**config.mk**
```make
export PLATFORM = sky130hd
export DESIGN_NAME = bullet_pool_ctrl_flat
export DESIGN_NICKNAME = d
export VERILOG_FILES = /design/src/rtl/bullet_pool_ctrl_if.sv /design/src/rtl/bullet_pool_ctrl.sv /design/src/flat_wrapper.sv
export SDC_FILE = /design/constraint.sdc
export NUM_CORES = 1
export LEC_CHECK = 0
export ABC_AREA = 1
export CAP_MARGIN = 5
export CORE_MARGIN = 2
export CORE_UTILIZATION = 52
export CTS_CLUSTER_SIZE = 8
export DETAILED_ROUTE_END_ITERATION = 7
export GPL_ROUTABILITY_DRIVEN = 0
export PLACE_DENSITY = 0.83
export SKIP_LAST_GASP = 1
export SYNTH_ARGS = -nofsm -noshare
export SYNTH_HDL_FRONTEND = slang
export SYNTH_SLANG_ARGS = --single-unit
```
**constraint.sdc**
```tcl
create_clock -name clk -period 2.08 [get_ports clk]
set_input_delay 0.312 -clock clk [delete_from_list [all_inputs] [get_ports clk]]
set_output_delay 0.312 -clock clk [all_outputs]
set_load 0.05 [all_outputs]
```
**src/rtl/bullet_pool_ctrl_if.sv**
```systemverilog
// Bundle between the bullet pool and its requesters / draw logic.
// Handshake: fire_req[k] is a level held until the one-cycle fire_gnt[k] pulse; the grant
// appears one clock after the request is sampled, and the bullet is live in that same cycle.
interface bullet_pool_ctrl_if #(
  parameter int NSLOT = 4
);
  logic                   move_tick;
  logic [1:0]             fire_req;
  logic [9:0]             fire_x0;
  logic [9:0]             fire_y0;
  logic [9:0]             fire_x1;
  logic [9:0]             fire_y1;
  logic [NSLOT-1:0]       hit;
  logic [1:0]             fire_gnt;
  logic [NSLOT-1:0]       slot_valid;
  logic [NSLOT-1:0]       slot_dir;
  logic [NSLOT*10-1:0]    slot_x;
  logic [NSLOT*10-1:0]    slot_y;
  logic                   pool_full;

  modport master (
    output move_tick, fire_req, fire_x0, fire_y0, fire_x1, fire_y1, hit,
    input  fire_gnt, slot_valid, slot_dir, slot_x, slot_y, pool_full
  );

  modport slave (
    input  move_tick, fire_req, fire_x0, fire_y0, fire_x1, fire_y1, hit,
    output fire_gnt, slot_valid, slot_dir, slot_x, slot_y, pool_full
  );
endinterface

```
**src/rtl/bullet_pool_ctrl.sv**
```systemverilog
// Bullet slot pool: round-robin fire arbitration between player and enemy,
// lowest-free-slot allocation, per-tick movement and retirement on hit or screen exit.
module bullet_pool_ctrl #(
  parameter int NSLOT    = 4,
  parameter int STEP     = 2,
  parameter int Y_MIN    = 0,
  parameter int Y_MAX    = 479,
  parameter int COOLDOWN = 3
) (
  input  logic              clk,
  input  logic              rst,
  bullet_pool_ctrl_if.slave bus
);
  localparam int CW = (COOLDOWN < 1) ? 1 : $clog2(COOLDOWN + 1);
  localparam int SW = (NSLOT < 2) ? 1 : $clog2(NSLOT);
  localparam logic [CW-1:0] CD_LOAD = CW'(COOLDOWN);
  localparam logic [10:0]   UP_LIM  = 11'(Y_MIN + STEP);
  localparam logic [10:0]   DN_LIM  = 11'(Y_MAX);
  localparam logic [10:0]   STEP11  = 11'(STEP);

  logic [NSLOT-1:0] valid_q;
  logic [NSLOT-1:0] dir_q;
  logic [9:0]       x_q [NSLOT];
  logic [9:0]       y_q [NSLOT];
  logic [1:0]       gnt_q;
  logic [CW-1:0]    cd_q [2];
  logic             rr_q;

  logic [1:0]       elig;
  logic             any_free;
  logic             grant_en;
  logic             win;
  logic [SW-1:0]    alloc_idx;

  // The free mask is taken from registered valid, so a slot freed this edge waits a cycle.
  always_comb begin
    elig[0]   = bus.fire_req[0] && (cd_q[0] == '0);
    elig[1]   = bus.fire_req[1] && (cd_q[1] == '0);
    any_free  = ~(&valid_q);
    grant_en  = any_free && (|elig);
    win       = (&elig) ? rr_q : elig[1];
    alloc_idx = '0;
    for (int i = NSLOT - 1; i >= 0; i--) begin
      if (!valid_q[i]) alloc_idx = SW'(i);
    end
  end

  always_ff @(posedge clk or negedge rst) begin
    if (!rst) begin
      gnt_q   <= '0;
      rr_q    <= 1'b0;
      cd_q[0] <= '0;
      cd_q[1] <= '0;
    end else begin
      gnt_q <= '0;
      if (grant_en) begin
        gnt_q[win] <= 1'b1;
        rr_q       <= ~win;
      end
      for (int k = 0; k < 2; k++) begin
        if (grant_en && (win == 1'(k))) begin
          cd_q[k] <= CD_LOAD;
        end else if (bus.move_tick && (cd_q[k] != '0)) begin
          cd_q[k] <= cd_q[k] - 1'b1;
        end
      end
    end
  end

  for (genvar i = 0; i < NSLOT; i++) begin : g_slot
    logic        v_r;
    logic        d_r;
    logic [9:0]  x_r;
    logic [9:0]  y_r;
    logic        spawn;
    logic [10:0] y_ext;

    assign spawn = grant_en && (alloc_idx == SW'(i));
    assign y_ext = {1'b0, y_r};

    // Spawning only targets a free slot, so it never competes with hit or movement.
    always_ff @(posedge clk or negedge rst) begin
      if (!rst) begin
        v_r <= 1'b0;
        d_r <= 1'b0;
        x_r <= '0;
        y_r <= '0;
      end else if (spawn) begin
        v_r <= 1'b1;
        d_r <= win;
        x_r <= win ? bus.fire_x1 : bus.fire_x0;
        y_r <= win ? bus.fire_y1 : bus.fire_y0;
      end else if (v_r) begin
        if (bus.hit[i]) begin
          v_r <= 1'b0;
        end else if (bus.move_tick) begin
          if (!d_r) begin
            if (y_ext < UP_LIM) v_r <= 1'b0;
            else                y_r <= 10'(y_ext - STEP11);
          end else begin
            if ((y_ext + STEP11) > DN_LIM) v_r <= 1'b0;
            else                           y_r <= 10'(y_ext + STEP11);
          end
        end
      end
    end

    assign valid_q[i]           = v_r;
    assign dir_q[i]             = d_r;
    assign x_q[i]               = x_r;
    assign y_q[i]               = y_r;
    assign bus.slot_x[10*i +: 10] = x_r;
    assign bus.slot_y[10*i +: 10] = y_r;
  end

  assign bus.slot_valid = valid_q;
  assign bus.slot_dir   = dir_q;
  assign bus.fire_gnt   = gnt_q;
  assign bus.pool_full  = &valid_q;
endmodule

```
**src/flat_wrapper.sv**
```systemverilog
// flat-port wrapper written by rule: the top's interface ports become plain ports
module bullet_pool_ctrl_flat 
#(
  parameter int NSLOT    = 4,
  parameter int STEP     = 2,
  parameter int Y_MIN    = 0,
  parameter int Y_MAX    = 479,
  parameter int COOLDOWN = 3
)
  (clk, rst, bus_move_tick, bus_fire_req, bus_fire_x0, bus_fire_y0, bus_fire_x1, bus_fire_y1, bus_hit, bus_fire_gnt, bus_slot_valid, bus_slot_dir, bus_slot_x, bus_slot_y, bus_pool_full);
  bullet_pool_ctrl_if #(.NSLOT(NSLOT)) bus_i ();
  input  logic clk;
  input  logic rst;
  input wire logic [$bits(bus_i.move_tick)-1:0] bus_move_tick;
  input wire logic [$bits(bus_i.fire_req)-1:0] bus_fire_req;
  input wire logic [$bits(bus_i.fire_x0)-1:0] bus_fire_x0;
  input wire logic [$bits(bus_i.fire_y0)-1:0] bus_fire_y0;
  input wire logic [$bits(bus_i.fire_x1)-1:0] bus_fire_x1;
  input wire logic [$bits(bus_i.fire_y1)-1:0] bus_fire_y1;
  input wire logic [$bits(bus_i.hit)-1:0] bus_hit;
  output wire logic [$bits(bus_i.fire_gnt)-1:0] bus_fire_gnt;
  output wire logic [$bits(bus_i.slot_valid)-1:0] bus_slot_valid;
  output wire logic [$bits(bus_i.slot_dir)-1:0] bus_slot_dir;
  output wire logic [$bits(bus_i.slot_x)-1:0] bus_slot_x;
  output wire logic [$bits(bus_i.slot_y)-1:0] bus_slot_y;
  output wire logic [$bits(bus_i.pool_full)-1:0] bus_pool_full;
  assign bus_i.move_tick = bus_move_tick;
  assign bus_i.fire_req = bus_fire_req;
  assign bus_i.fire_x0 = bus_fire_x0;
  assign bus_i.fire_y0 = bus_fire_y0;
  assign bus_i.fire_x1 = bus_fire_x1;
  assign bus_i.fire_y1 = bus_fire_y1;
  assign bus_i.hit = bus_hit;
  assign bus_fire_gnt = bus_i.fire_gnt;
  assign bus_slot_valid = bus_i.slot_valid;
  assign bus_slot_dir = bus_i.slot_dir;
  assign bus_slot_x = bus_i.slot_x;
  assign bus_slot_y = bus_i.slot_y;
  assign bus_pool_full = bus_i.pool_full;
  bullet_pool_ctrl #(.NSLOT(NSLOT), .STEP(STEP), .Y_MIN(Y_MIN), .Y_MAX(Y_MAX), .COOLDOWN(COOLDOWN)) u_core (.clk(clk), .rst(rst), .bus(bus_i));
endmodule
```
==> results.py, run 1 <==
metrics = {
    "timing": {
        "skew_ns": 0.0115,
        "slew_headroom": 0.627,
        "drv_slew": 0,
        "period_share": 0.974,
        "min_period_ns": 2.03,
        "rsz0062_at_grt": "true",
        "tightest_slew_ns": 0.558,
        "hold_ws_ns": 0.473,
        "setup_viol": 0,
        "fmax_mhz": 494,
        "setup_tns_ns": 0,
        "hold_viol": 0,
    },
    "synth": {
        "synth_cells": 922,
        "synth_nets": 985,
        "synth_top_area_frac": 0.373,
        "synth_seq_cells": 95,
        "synth.avg_cell_area_um2": 6.91,
        "synth.cell_area_um2": 6370,
        "yosys_warnings": 0,
        "yosysSeqAreaShare": 0.373,
        "synth.area.top_cells": "dfrtp_1 37%, nand2_1 19%, o21ai_0 6.9%",
        "yosysTopAreaCell": "dfrtp_1",
        "synth_cell_types": 42,
    },
    "finish": {
        "drive_gt1_frac": 0.120,
        "diodes": 0,
        "multi_input_area_um2": 3510,
        "regArea_um2": 2380,
        "fin_cells": 1242,
        "fin_nets": 1153,
        "final_common_cell": "nand2_1",
        "final_cell_mix": "328 x nand2_1, 128 x clkdlybuf4s50_1, 89 x dfrtp_1",
        "nFillCells": 964,
        "area_growth_pct": 34.9,
        "fin_area_um2": 8600,
    },
    "routing": {
        "avgRoutedWirePerCell_um": 15.3,
        "drt.antenna.violating_nets": 0,
        "drt_first_pass_iters": 5,
        "vias": 6800,
        "routed_wl_mm": 19.0,
        "drtIter0Drc": 758,
        "viasPerCell": 5.48,
        "drcViolationCount": 0,
    },
    "status": {
        "status": "finished clean",
    },
    "worst_setup_path": {
        "start_kind": "flop",
        "cp_data_arrival_time_ns": 1.71,
        "critical_path_class": "flop to output pin",
        "cp-end-kind": "output pin",
        "crit_fanout": 6,
        "worstPathRequired_ns": 1.77,
    },
    "pwr": {
        "p_sw_w": 0.00748,
        "power_frac_clock": 0.121,
        "p_per_area_nw_per_um2": 1650,
        "netSwitchingFraction": 0.527,
        "comb_power_share": 0.635,
        "seqPwrFrac": 0.244,
        "p_int_w": 0.00672,
        "peakVddDrop_mv": 0.991,
        "total_power_w": 0.0142,
        "power.leakage_nw": 4.32,
    },
    "floorplan": {
        "start_util": 0.531,
        "die_w_um": 115,
        "core_area_um2": 12000,
        "num_io_pins": 140,
        "die_area_um2": 13200,
        "rows": 40,
        "die_y_um": 115,
    },
    "grt": {
        "grt_pass1_vias": 6179,
        "grt_pass1_wl_mm": 31.2,
        "grt_max_degree": 42,
        "grtUsageTotal": 0.299,
        "antenna_found_initial": 0,
        "gr-total-overflow": 0,
    },
    "hold_path": {
        "holdCritPathClass": "input pin to async pin",
    },
    "clock_tree": {
        "cts_root_buf": "clkbuf_16",
        "htree_levels": 3,
        "cts_tree": "done",
        "path_clk_slew_ns": 0.07,
        "numCtsBuffers": 9,
        "cts.sinks": 95,
        "clkLatencyLatePin_ns": 0.34,
        "clock_path_buffers": 2,
    },
    "place": {
        "post-dp-hpwl_mm": 14.2,
        "placed_area_um2": 8160,
        "port_buffers": 139,
        "place_inst": 1217,
    },
    "run": {
        "maxCapViolCount": 0,
    },
}
synthesized netlist by cell type, drive strengths merged:
cell	number
inv	87
xnor2	3
a22oi	3
o211ai	9
nand2	347
a31oi	1
or2	4
ha	14
mux2i	11
o31ai	1
dfrtp	95
o21bai	2
o21ai	94
nor2	73
clkinv	1
nand3b	2
nand4	16
and3	1
o221ai	4
xor2	15
nor3	8
a21oi	11
clkbuf	14
nand3	81
nor4	1
buf	24
kinds of logic (layout without fill, tap and decap cells):
group | Yosys count | in the layout | synth area share
and+or+nand+nor | 533 | 533 | 0.364
buffers and inverters | 126 | 299 | 0.0850
AOI/OAI and AO/OA | 125 | 125 | 0.108
DFF | 95 | 95 | 0.373
xor gates and xnor gates | 18 | 18 | 0.0247
adders and majority gates | 14 | 14 | 0.0275
muxes | 11 | 11 | 0.0173
power by group through the flow:
| stage | Clock, W | Sequential (W) | Combinational, W |
|---|---|---|---|
| 2_1_floorplan | 0 | 0.00532 | 0.00412 |
| 3_3_place_gp | 0 | 0.00346 | 0.00863 |
| 3_5_place_dp | 0 | 0.00346 | 0.00878 |
| 4_1_cts | 0.00173 | 0.00345 | 0.00883 |
| 5_1_grt | 0.00182 | 0.00357 | 0.00983 |
| 6_report | 0.00172 | 0.00347 | 0.00901 |
per-layer routing:
metal  vias up  track usage  wire length, um
met4         0       0.0876              477
li1       3314            -                -
met3        37       0.0582             1590
met2       299        0.482             8850
met5         -            0                0
met1      3150        0.413             8080
through the flow:
step,util,setup slack (ns)
after CTS,0.706,0.0199
after global routing,0.716,-0.0455
after detailed placement,0.679,-0.0761
after floorplan,-,0.0381
final,0.716,0.0543
after global placement,0.679,-0.0369
sequential cells by signal (all words and copies together), names as in the netlist:
register and count:
u_core.cd_q 4, u_core.g_slot.y_r 40, u_core.g_slot.v_r 4, u_core.rr_q 1
u_core.g_slot.x_r 40, u_core.g_slot.d_r 4, u_core.bus.fire_gnt 2
cell type report:
type,instances,area share
Multi-Input combinational cell,701,0.408
Sequential cell,95,0.277
Timing Repair Buffer,195,0.219
Inverter,88,0.0384
Clock buffer,10,0.0266
Tap cell,147,0.0214
Clock inverter,6,0.00873
worst max-delay path: stages (launching register included):
cell	delay, ns
dfrtp_1	0.41
buf_4	0.17
clkdlybuf4s50_1	0.80
path summary, 6_finish.rpt:
| path | slack [ns] | from | endpoint | cells past startpoint |
|---|---|---|---|---|
| max | 0.05 | u_core.g_slot[2].y_r[2] | bus_slot_y[22] | 2 |
| min | 0.47 | rst | u_core.g_slot[1].x_r[9] | 2 |
| max reg2reg | 0.15 | u_core.cd_q[2] | u_core.g_slot[1].x_r[6] | 7 |
| min reg2reg | 0.49 | u_core.g_slot[3].x_r[6] | u_core.g_slot[3].x_r[6] | 2 |
| max in group asynchronous | 0.99 | rst | u_core.g_slot[2].y_r[1] | 3 |
| min in group clk | 0.49 | u_core.g_slot[3].x_r[6] | u_core.g_slot[3].x_r[6] | 2 |
timing repair:
item | CTS | global route
endpoints found under the hold margin | 38 | 0
pin swaps | 0 | 4
hold buffers | 1 | 0
setup buffers | 0 | 8
gates resized for setup | 1 | 24
setup endpoints to repair | 1 | 64
Power figures use the tool's default switching activity.
==> run 2: changes to the inputs <==
==> constraint.sdc (replaced) <==
create_clock -name clk -period 2.2 [get_ports clk]
set_input_delay 0.33 -clock clk [delete_from_list [all_inputs] [get_ports clk]]
set_output_delay 0.33 -clock clk [all_outputs]
set_load 0.05 [all_outputs]
==> run 2 against run 1 <==
Effect of this change: final cell count fell by 0.56%; critical path depth shrank 1; via count shrank 0.12%; combinational power fell by 5.2%; sequential share of layout area is 0.20 points higher; clock skew decreased by 0.0062 ns; power shrank 4.0%; flip-flop and latch count unchanged; count of clock-buffer cells in the layout shrank 1; critical endpoint is now bus_slot_dir[2].
==> results.py, run 2 (synthesized netlist as in run 1, its figures left out) <==
metrics = {
    "pwr": {
        "power.leakage_nw": 4.21,
        "peakVddDrop_mv": 0.873,
        "p_per_area_nw_per_um2": 1600,
    },
    "worst_setup_path": {
        "slowest_delay_ns": 0.88,
        "critical_path_class": "flop to output pin",
        "path_delay_family": "buffers and inverters",
        "r2r_end": "u_core.g_slot[3].x_r[5]",
        "worstPathCellList": "clkdlybuf4s50_1",
        "worstPathRequired_ns": 1.87,
        "crit_fanout": 9,
        "timing.rr.start": "u_core.cd_q[2]",
        "start_kind": "flop",
        "worst-r2r-setup-slack_ns": 0.15,
        "cp-end-kind": "output pin",
        "cp_data_arrival_time_ns": 1.79,
        "r2r_cells": 9,
        "path_buf_inv": 1,
        "slowest_stage": "clkdlybuf4s50_1",
    },
    "timing": {
        "skew_ns": 0.00525,
        "hold_ws_ns": 0.416,
        "min_period_ns": 2.12,
        "period_share": 0.966,
        "drv_slew": 0,
        "setup_tns_ns": 0,
        "rsz0062_at_grt": "true",
        "fmax_mhz": 471,
        "setup_viol": 0,
        "tightest_slew_ns": 0.572,
        "layout_setup_ws_ns": 0.0758,
        "slew_headroom": 0.615,
        "hold_viol": 0,
    },
    "clock_tree": {
        "htree_levels": 3,
        "clkLatencyLatePin_ns": 0.35,
        "cts_tree": "done",
        "path_clk_slew_ns": 0.07,
        "cts_root_buf": "clkbuf_16",
        "cts.sinks": 95,
        "clock_path_buffers": 2,
        "numCtsBuffers": 9,
    },
    "finish": {
        "reg_top3": "u_core.g_slot.x_r: 40 flops, u_core.g_slot.y_r: 40 flops",
        "nFillCells": 987,
        "diodes": 0,
        "final_cell_mix": "331 x nand2_1, 136 x clkdlybuf4s50_1, 90 x dfrtp_1",
        "drive_gt1_frac": 0.106,
        "multi_input_area_um2": 3480,
        "final_common_cell": "nand2_1",
        "fin_cells": 1235,
        "area_growth_pct": 33.9,
        "regArea_um2": 2380,
        "fin_nets": 1146,
    },
    "routing": {
        "avgRoutedWirePerCell_um": 15.7,
        "drt_first_pass_iters": 7,
        "drtIter0Drc": 660,
        "drt.antenna.violating_nets": 0,
        "drcViolationCount": 0,
        "viasPerCell": 5.50,
        "vias": 6792,
        "routed_wl_mm": 19.4,
    },
    "grt": {
        "gr-total-overflow": 0,
        "grt_max_degree": 36,
        "antenna_found_initial": 0,
        "grt_pass1_wl_mm": 30.6,
        "grt_pass1_vias": 6202,
        "grtUsageTotal": 0.296,
    },
    "place": {
        "dpl_worst_slack_ns": 0.0258,
        "place_inst": 1214,
        "post-dp-hpwl_mm": 14.2,
        "port_buffers": 139,
    },
    "floorplan": {
        "die_area_um2": 13200,
        "rows": 40,
        "start_util": 0.531,
        "die_y_um": 115,
        "core_area_um2": 12000,
        "die_w_um": 115,
        "num_io_pins": 140,
    },
    "run": {
        "maxCapViolCount": 0,
    },
    "status": {
        "status": "finished clean",
    },
    "hold_path": {
        "holdCritPathClass": "input pin to async pin",
    },
}
==> run 2: changes by cell type in the layout (fill, tap and decap cells not counted), moves of 2 or more <==
cell             delta
buf_4               -6
bufinv_16           +2
clkdlybuf4s50_1     +8
dlymetal6s2s_1      -7
inv_1               +2
inv_2               -2
nand2_1             +3
nand2_2             -3
nor2_1              +2
o21ai_0             +2
o21ai_2             -2
==> run 2: per-stage QoR <==
step	power [W]	area, um2	utilization
detailed placement	0.0116	8100	0.675
finish	0.0136	8530	0.710
CTS	0.0135	8460	0.705
global placement	0.0114	8100	0.675
global route	0.0145	8530	0.710
floorplan	0.00892	6370	-
==> run 2: worst max-delay path by stage <==
stage               cells after the start  slack, ns                 start                 endpoint
finish                                  1       0.08  u_core.g_slot[2].d_r          bus_slot_dir[2]
detailed placement                      6       0.03       bus_fire_req[0]  u_core.g_slot[0].x_r[6]
global route                           11      -0.01        u_core.cd_q[2]  u_core.g_slot[3].y_r[1]
global placement                        6       0.07       bus_fire_req[0]  u_core.g_slot[1].x_r[6]
CTS                                     1       0.09  u_core.g_slot[2].d_r          bus_slot_dir[2]
floorplan                               8       0.02  u_core.g_slot[0].v_r           u_core.cd_q[1]
==> run 2: cell type report <==
type                       instances  share of cell area
multi-input combinational        701               0.408
sequential                        95               0.279
timing repair buffer             188               0.211
inverter                          88              0.0390
clock buffer                       9              0.0264
tap                              147              0.0216
clock inverter                     7              0.0145
==> run 2: per-layer routing <==
metal / track usage / wire length (um)
met1: 0.384 / 7760
met2: 0.489 / 9260
met3: 0.0641 / 1850
met4: 0.116 / 512
met5: 0 / 0
==> run 2: where the power goes <==
| part | internal (W) | switching [W] |
|---|---|---|
| Sequential | 0.00243 | 0.000830 |
| Combinational | 0.00296 | 0.00557 |
| Clock | 0.00112 | 0.000709 |
==> run 2: timing repair <==
action	4_1_cts	5_1_grt
hold buffers	1	0
resized for setup	0	11
buffers inserted	0	4
endpoints found under the setup margin	0	36
hold endpoints to repair	22	0
